$ cat src/rtl/wf_dm_pkg.sv
// rtl/wf_dm_pkg.sv - shared types, field positions and helpers for the waveform datamover sequencer
package wf_dm_pkg;

  typedef enum logic [2:0] {
    IDLE     = 3'd0,
    LOAD_CMD = 3'd1,
    LOAD_STS = 3'd2,
    PLAY_CMD = 3'd3,
    PLAY_STS = 3'd4
  } state_t;

  localparam int CMD_W        = 72;
  localparam int TAG_W        = 4;
  localparam int CMD_TAG_LSB  = 64;
  localparam int CMD_ADDR_LSB = 32;
  localparam int CMD_EOF_BIT  = 30;
  localparam int CMD_INCR_BIT = 23;
  localparam int CMD_LEN_W    = 23;
  localparam int CMD_ADDR_W   = 32;

  localparam int STS_OKAY_BIT = 7;
  localparam int STS_ERR_MSB  = 6;
  localparam int STS_ERR_LSB  = 4;
  localparam int STS_TAG_MSB  = 3;

  localparam logic [7:0] ERR_ZERO_LEN = 8'hFF;

  function automatic logic [CMD_W-1:0] build_cmd(input logic [TAG_W-1:0] tag,
                                                 input logic [CMD_ADDR_W-1:0] addr,
                                                 input logic [CMD_LEN_W-1:0] len);
    logic [CMD_W-1:0] c;
    c = '0;
    c[CMD_TAG_LSB +: TAG_W]       = tag;
    c[CMD_ADDR_LSB +: CMD_ADDR_W] = addr;
    c[CMD_EOF_BIT]                = 1'b1;
    c[CMD_INCR_BIT]               = 1'b1;
    c[CMD_LEN_W-1:0]              = len;
    return c;
  endfunction

  // A status is good only if OKAY is set, no error bits, and the tag matches the issued command.
  function automatic logic sts_good(input logic [7:0] sts, input logic [TAG_W-1:0] tag);
    return sts[STS_OKAY_BIT] &&
           (sts[STS_ERR_MSB:STS_ERR_LSB] == 3'b000) &&
           (sts[STS_TAG_MSB:0] == tag);
  endfunction

endpackage

$ cat src/rtl/waveform_dm_ctrl.sv
// rtl/waveform_dm_ctrl.sv - arbitrates waveform load/play requests into datamover commands
module waveform_dm_ctrl
  import wf_dm_pkg::*;
#(
  parameter int ADDR_W = 32,
  parameter int BTT_W  = 23,
  parameter int CNT_W  = 16
) (
  input  logic              clk_in1,
  input  logic              reset,
  input  logic [ADDR_W-1:0] wf_base_addr,
  input  logic [BTT_W-1:0]  wf_len_bytes,
  input  logic [CNT_W-1:0]  play_count,
  input  logic              load_req,
  input  logic              play_req,
  input  logic              stop,
  output logic [71:0]       s2mm_cmd_tdata,
  output logic              s2mm_cmd_tvalid,
  input  logic              s2mm_cmd_tready,
  output logic [71:0]       mm2s_cmd_tdata,
  output logic              mm2s_cmd_tvalid,
  input  logic              mm2s_cmd_tready,
  input  logic [7:0]        s2mm_sts_tdata,
  input  logic              s2mm_sts_tvalid,
  output logic              s2mm_sts_tready,
  input  logic [7:0]        mm2s_sts_tdata,
  input  logic              mm2s_sts_tvalid,
  output logic              mm2s_sts_tready,
  output logic              busy,
  output logic              load_done,
  output logic              play_done,
  output logic              err,
  output logic [7:0]        err_code
);

  state_t             state_q, state_d;
  logic               load_pend, play_pend;
  logic [TAG_W-1:0]   tag_q, issued_tag;
  logic [ADDR_W-1:0]  addr_q;
  logic [BTT_W-1:0]   len_q;
  logic [CNT_W-1:0]   iter_cnt;
  logic               stop_seen;

  logic accept_load, accept_play, zero_len;
  logic load_ok, play_fin, play_next, sts_bad;
  logic load_active, play_active, cmd_hs;
  logic [CMD_W-1:0] cmd_word;

  assign load_active = (state_q == LOAD_CMD) || (state_q == LOAD_STS);
  assign play_active = (state_q == PLAY_CMD) || (state_q == PLAY_STS);
  assign zero_len    = (wf_len_bytes == '0);
  assign cmd_hs      = (s2mm_cmd_tvalid && s2mm_cmd_tready) ||
                       (mm2s_cmd_tvalid && mm2s_cmd_tready);
  assign busy        = (state_q != IDLE);

  assign cmd_word        = build_cmd(tag_q, CMD_ADDR_W'(addr_q), CMD_LEN_W'(len_q));
  assign s2mm_cmd_tdata  = s2mm_cmd_tvalid ? cmd_word : '0;
  assign mm2s_cmd_tdata  = mm2s_cmd_tvalid ? cmd_word : '0;

  always_ff @(posedge clk_in1 or posedge reset) begin
    if (reset) begin
      state_q <= IDLE;
    end else begin
      state_q <= state_d;
    end
  end

  always_comb begin
    state_d         = state_q;
    s2mm_cmd_tvalid = 1'b0;
    mm2s_cmd_tvalid = 1'b0;
    s2mm_sts_tready = 1'b0;
    mm2s_sts_tready = 1'b0;
    accept_load     = 1'b0;
    accept_play     = 1'b0;
    load_ok         = 1'b0;
    play_fin        = 1'b0;
    play_next       = 1'b0;
    sts_bad         = 1'b0;
    case (state_q)
      IDLE: begin
        if (load_pend) begin
          accept_load = 1'b1;
          if (!zero_len) state_d = LOAD_CMD;
        end else if (play_pend) begin
          accept_play = 1'b1;
          if (!zero_len) state_d = PLAY_CMD;
        end
      end
      LOAD_CMD: begin
        s2mm_cmd_tvalid = 1'b1;
        if (s2mm_cmd_tready) state_d = LOAD_STS;
      end
      LOAD_STS: begin
        s2mm_sts_tready = 1'b1;
        if (s2mm_sts_tvalid) begin
          state_d = IDLE;
          if (sts_good(s2mm_sts_tdata, issued_tag)) load_ok = 1'b1;
          else                                      sts_bad = 1'b1;
        end
      end
      PLAY_CMD: begin
        mm2s_cmd_tvalid = 1'b1;
        if (mm2s_cmd_tready) state_d = PLAY_STS;
      end
      PLAY_STS: begin
        mm2s_sts_tready = 1'b1;
        if (mm2s_sts_tvalid) begin
          if (!sts_good(mm2s_sts_tdata, issued_tag)) begin
            sts_bad = 1'b1;
            state_d = IDLE;
          end else if (stop_seen || stop || (iter_cnt == CNT_W'(1)) || load_pend) begin
            // a waiting load takes over only here, between play iterations
            play_fin = 1'b1;
            state_d  = IDLE;
          end else begin
            play_next = 1'b1;
            state_d   = PLAY_CMD;
          end
        end
      end
      default: state_d = IDLE;
    endcase
  end

  always_ff @(posedge clk_in1 or posedge reset) begin
    if (reset) begin
      load_pend  <= 1'b0;
      play_pend  <= 1'b0;
      tag_q      <= '0;
      issued_tag <= '0;
      addr_q     <= '0;
      len_q      <= '0;
      iter_cnt   <= '0;
      stop_seen  <= 1'b0;
      load_done  <= 1'b0;
      play_done  <= 1'b0;
      err        <= 1'b0;
      err_code   <= '0;
    end else begin
      load_done <= load_ok;
      play_done <= play_fin;

      if (accept_load)                load_pend <= 1'b0;
      if (load_req && !load_active)   load_pend <= 1'b1;
      if (accept_play)                play_pend <= 1'b0;
      if (play_req && !play_active)   play_pend <= 1'b1;

      if (state_q == IDLE)            stop_seen <= 1'b0;
      else if (stop && play_active)   stop_seen <= 1'b1;

      if (cmd_hs) begin
        issued_tag <= tag_q;
        tag_q      <= tag_q + TAG_W'(1);
      end

      if (accept_load || accept_play) begin
        addr_q   <= wf_base_addr;
        len_q    <= wf_len_bytes;
        err      <= zero_len;
        err_code <= zero_len ? ERR_ZERO_LEN : 8'h00;
      end

      // play_count of zero means run until stop, so the counter is left parked at zero
      if (accept_play)                          iter_cnt <= play_count;
      else if (play_next && iter_cnt != '0)     iter_cnt <= iter_cnt - CNT_W'(1);

      if (sts_bad) begin
        err      <= 1'b1;
        err_code <= (state_q == LOAD_STS) ? s2mm_sts_tdata : mm2s_sts_tdata;
      end
    end
  end

endmodule

$ cat config.mk
export PLATFORM = sky130hd
export DESIGN_NAME = waveform_dm_ctrl
export DESIGN_NICKNAME = d
export VERILOG_FILES = /design/src/rtl/wf_dm_pkg.sv /design/src/rtl/waveform_dm_ctrl.sv
export SDC_FILE = /design/constraint.sdc
export NUM_CORES = 1
export LEC_CHECK = 0
export ABC_CLOCK_PERIOD_IN_PS = 4010
export BUFFER_PORTS_ARGS = -buffer_cell sky130_fd_sc_hd__buf_4
export CORE_UTILIZATION = 51
export DETAILED_ROUTE_END_ITERATION = 10
export GPL_TIMING_DRIVEN = 0
export PLACE_DENSITY = 0.86
export SLEW_MARGIN = 20
export SYNTH_ARGS = -nofsm -noshare
export SYNTH_HDL_FRONTEND = slang
export SYNTH_SLANG_ARGS = --single-unit
export TNS_END_PERCENT = 50
$ cat constraint.sdc
create_clock -name clk_in1 -period 4.01 [get_ports clk_in1]
set_input_delay 0.2005 -clock clk_in1 [delete_from_list [all_inputs] [get_ports clk_in1]]
set_output_delay 0.2005 -clock clk_in1 [all_outputs]
set_load 0.02 [all_outputs]
**Yosys cells after proc, flatten, opt, wreduce, memory -nomap -nowiden**

Index checks and enable logic that the tools add are counted.

- Add/sub/neg operators: 2
- Multiply operators: 0
- Divide/modulo/power cells: 0
- Order comparisons: 0
- Equal/unequal tests: 13
- Shift operators: 0
- Mux-type cells: 52
- Bitwise operators: 0
- Reductions and logical operators: 31

Operators by type and width:

| cell | number |
|---|---|
| 2-to-1 mux 68 bit | 2 |
| 2-to-1 mux 1 bit | 32 |
| 2-to-1 mux 16 bit | 2 |
| 2-to-1 mux 8 bit | 4 |
| 2-to-1 mux 3 bit | 8 |
| logical NOT 23 bit | 1 |
| == test 16 x 1 -> 1 bit (second input constant) | 1 |
| nonzero test 16 bit | 1 |
| subtractor 16 x 1 -> 16 bit (second input constant) | 1 |
| one-hot mux 3 bit (5 select lines) | 1 |
| logical AND 1 bit | 10 |
| inequality test 2 bit (second input constant) | 5 |
| nonzero test 2 bit | 5 |
| logical NOT 3 bit | 3 |
| == test 4 bit | 2 |
| logical OR 1 bit | 7 |
| == test 3 x 2 -> 1 bit (second input constant) | 2 |
| AND reduction 6 bit | 1 |
| adder 4 x 1 -> 4 bit (second input constant) | 1 |
| 2-to-1 mux 2 bit | 2 |
| == test 3 x 1 -> 1 bit (second input constant) | 1 |
| == test 3 bit (second input constant) | 1 |
| inequality test 3 bit (second input constant) | 1 |
| nonzero test 3 bit | 1 |
| 2 further kinds | 3 |

- Register bits after elaboration: 96
- Bits in latches: 0
- Memory bits (writable): 0
- Memory bits (read-only): 0
- Word-level logic and storage cells: 111
- Memories: 0

**Depth between registers and ports, before layout**

- Depth after elaboration: 10
- Depth in mapped cells: 9

**Worst setup path before layout**

Ideal clock, no wire load.

- Path kind: register to register
- From: reg state_q[0]
- To: reg tag_q[3]
- Library setup time: 123 ps
- Arrival time: 1,960 ps
- Data required time: 3,887 ps
- Setup slack: 1,928 ps
- Cell stages (with the launch flop): 7
- Buffers on the path: 1
- Cells stage by stage: dfrtp_1 buf_2 inv_1 nor3_1 a21boi_2 nand4b_1 xnor2_1

- Word-level cells in the longest chain between the ends: 4
- Elaborated cells between the ends (all ways): 7
- Classes of those cells: eq/ne (2); mux (2); reduce/logical (3)

Ends and longest elaborated chain:

| what | RTL line | source |
|---|---|---|
| from (decl) | waveform_dm_ctrl.sv:36 | `state_t state_q, state_d;` |
| from (signal assigned) | waveform_dm_ctrl.sv:64 | `state_q <= state_d;` |
| == test 3 x 1 -> 1 bit | waveform_dm_ctrl.sv:80 | `case (state_q)` |
| 2-to-1 mux 1 bit | waveform_dm_ctrl.sv:80 |  |
| named net s2mm_cmd_tvalid | waveform_dm_ctrl.sv:18 | `output logic s2mm_cmd_tvalid,` |
| logical AND 1 bit | waveform_dm_ctrl.sv:52 | `assign cmd_hs = (s2mm_cmd_tvalid && s2mm_cmd_tready) \|\|` |
| logical OR 1 bit | waveform_dm_ctrl.sv:52 |  |
| to (signal assigned) | waveform_dm_ctrl.sv:154 | `tag_q <= tag_q + TAG_W'(1);` |
| to (decl) | waveform_dm_ctrl.sv:38 | `logic [TAG_W-1:0] tag_q, issued_tag;` |

The timed path passes the listed nets, and every way through them passes these cells.
A chain may end at the register's enable or synchronous reset.

**Final worst setup path**

- From: reg state_q[2]
- To: out mm2s_cmd_tdata[66]

- Word-level cells in the longest chain between the ends: 3

Ends and longest elaborated chain:

| what | RTL line | source |
|---|---|---|
| == test 3 x 2 -> 1 bit | waveform_dm_ctrl.sv:80 |  |
| 2-to-1 mux 1 bit | waveform_dm_ctrl.sv:80 |  |
| 2-to-1 mux 68 bit | waveform_dm_ctrl.sv:58 | `assign mm2s_cmd_tdata = mm2s_cmd_tvalid ? cmd_word : '0;` |
| to (decl) | waveform_dm_ctrl.sv:20 | `output logic [71:0] mm2s_cmd_tdata,` |

No other way between the ends.

==> impl_metrics.toml <==
[run_status]
outcome = "complete, no violations"

[worst_setup_path]
cp-start-kind = "flop"
critPathCaptureType = "primary output"
critPathBufInv = 4
crit_top_cell = "clkbuf_1"
critical_path_class = "flop to primary output"
crit_chain = "clkbuf_2 -> and3b_1 -> clkbuf_1 -> clkbuf_1 -> and2_1 -> buf_4"
slowest_delay_ns = 0.53
cp_slowest_cell = "clkbuf_1"
required_ns = 3.81
crit_family = "buffers and inverters"
crit_fanout = 12
cp.arrival_ns = 2.50

[global_route]
grtUsageTotal = 0.302
grt_use_met2 = 0.522
grt_overflow_total = 0
grt_pass1_wl_mm = 26.8
first_global_vias = 5477
grt_max_degree = 50
use_met1 = 0.358
antenna_found_initial = 0
grt_util_met3 = 0.0742
busiest_layer = "met2"

[floorplan]
io_pins = 256
die_area_mm2 = 0.0113
std_cell_rows = 37
start_util = 0.531
core-area_mm2 = 0.0105
die_y_um = 106
die_x_um = 106

[logic_synthesis]
synth_common_cells = "nand2_1 (194), dfrtp_1 (96), and3_1 (60)"
synthFlopType = "dfrtp_1"
syn_inst = 661
yosys.area_share.simple = 0.359
synth_warnings = 0
avgSynthCellArea_um2 = 8.41
synth_top_family_by_area = "simple AND/OR/NAND/NOR gates"
yosysMostFrequentCell = "nand2_1"
synth.top_cells.by_area = "dfrtp_1 (43%), nand2_1 (13%), and3_1 (6.8%)"
synth_top_cell_by_area = "dfrtp_1"
synth_xor_area_frac = 0.0331
ys_ff_latch = 96
yosys.area_share.adder = 0.00901
async_flop_share = 1.00
seq_area_frac_synth = 0.432
muxShareOfSynthArea = 0.0245
synth-compound-area-share = 0.0658
synth_area_mm2 = 0.00556
ys_types = 59
synth_top_area_share = 0.432
synth_edf_count = 0

[layout]
insertedDiodeCount = 0
drive_above_1_share = 0.330
multi_input_area_mm2 = 0.00281
syn2layout_area_growth_pct = 39.5
regArea_mm2 = 0.00240
nNetsFinal = 1028
fill_cells = 798

[power]
ir_drop_mv = 0.356
pwr-share-clk = 0.099
powerDensity_mw_per_mm2 = 718
pwr-share-comb = 0.571
total_leakage_power_nw = 4.24
sw_frac_of_total = 0.471
switching_power_mw = 2.62
p_seq_frac = 0.330
p_int_mw = 2.94

[route]
vias = 5598
route.detailed.drc = 0
dr.pass1.iters = 5
ant_nets = 0
avgRoutedWirePerCell_um = 15.8
avgViaCountPerCell = 5.25
drt-initial-drc-count = 264
wirelength_mm = 16.8

[placement]
dp_hpwl_mm = 12.9
place_congestion = 0.892
dp_slack_ns = 1.63
io_buffers = 233

[sta]
worst_slack_ns = 1.31
worst_slew_pin_slew_ns = 0.648
layout_min_cycle_time_ns = 2.70
skew_ns = 0.00798
grt_setup_unrepaired = "no"
finalSetupViolCount = 0
max_slew_margin = 0.566
hold_viol = 0
slew_viol_final = 0
finalCritPeriodShare = 0.673
fin_tns_setup_ns = 0
fmax_mhz = 370

[clocking]
cts_hold_buf = 1
cts_setup_buffers = 0
clock_sinks = 96
cts_buffers = 9
htreeDepth = 3
cts_resized = 0
cts_buffer_depth = 2
worstSkewPairLatency_ns = 0.36
cts_tree = "built"
root_buffer = "clkbuf_8"
path_clk_slew_ns = 0.09

[job]
max_cap_viol_count = 0

[worst_hold_path]
min_path_type = "primary input to flop"
-- power groups by stage --
stage	clock network (mW)	registers, mW	logic (mW)
after global placement	0	1.81	3.08
after floorplan	0	1.74	2.07
after detailed placement	0	1.83	3.18
after CTS	0.560	1.83	3.18
after global routing	0.603	1.90	3.50
final	0.552	1.84	3.18
-- cell families (layout without fill, tap and decap cells) --
family          Yosys count  count (layout)
compound gates           58              58
xor+xnor                 21              21
fa+ha+maj                 4               4
buf+inv                  77             326
flops                    96              96
mux                      13              13
other cells               1              22
simple gates            391             391
-- worst paths after layout --
check	slack [ns]	from	to	cells past startpoint
max	1.31	state_q[2]$_DFFE_PP0P_	mm2s_cmd_tdata[66]	6
min reg2reg	0.49	addr_q[23]$_DFFE_PP0P_	addr_q[23]$_DFFE_PP0P_	2
max reg2reg	1.70	state_q[2]$_DFFE_PP0P_	err_code[2]$_DFFE_PP0P_	7
min	0.02	wf_base_addr[1]	addr_q[1]$_DFFE_PP0P_	3
max in group asynchronous	3.02	reset	len_q[12]$_DFFE_PP0P_	4
min in group asynchronous	0.41	reset	addr_q[28]$_DFFE_PP0P_	3
-- flip-flops by register name, summed over array words and instances (netlist names) --
signal / flops
addr_q: 32
len_q: 23
iter_cnt: 16
err_code: 8
issued_tag: 4
tag_q: 4
state_q: 3
err: 1
load_done: 1
load_pend: 1
play_done: 1
play_pend: 1
stop_seen: 1
-- routing by layer --
layer / up-vias / share of wire
met5: - / 0
met4: 0 / 0.021
met3: 31 / 0.079
met2: 239 / 0.51
met1: 2655 / 0.39
li1: 2673 / -
-- worst min-delay path: stages --
cell,delay (ns)
buf_4,0.08
nand2_1,0.04
nand2_1,0.04
-- layout by cell type (no fill, tap or decap), types with 3 or more instances in the layout --
cell type / instances
xnor2_1: 10
buf_2: 9
or4_1: 3
ha_1: 4
nor3b_1: 3
inv_1: 9
or3_1: 4
buf_4: 259
a31oi_1: 3
dfrtp_1: 96
nand3_1: 9
mux2_2: 5
conb_1: 22
nand2_1: 194
nor2_1: 17
o21ai_0: 14
nor4_1: 12
nor3_1: 4
xor2_1: 11
clkbuf_8: 10
a21oi_1: 15
and3_1: 60
and2_1: 59
mux2i_1: 8
a211oi_1: 8
clkbuf_1: 31
-- final cells by class --
cell class              instances  share of cell area
clock inverters                 1            0.000646
flip-flops and latches         96               0.310
plain buffers                  66              0.0481
multi-input cells             509               0.363
inverters                      11             0.00662
clock buffers                  13              0.0192
well taps                     136              0.0220
repair buffers                235               0.231
-- per-stage QoR --
stage | std cells | area (um2) | total power [mW] | utilization | hold WS (ns)
CTS | 1067 | 7750 | 5.57 | 0.741 | 0.00838
global placement | 1051 | 7550 | 4.89 | 0.722 | 0.389
detailed placement | 1052 | 7590 | 5.00 | 0.725 | 0.263
floorplan | 682 | 5640 | 3.81 | - | 0.306
finish | 1067 | 7750 | 5.57 | 0.741 | 0.0224
global route | 1067 | 7750 | 6.00 | 0.741 | 0.0117
No activity file was read; power rests on OpenSTA's default activity.
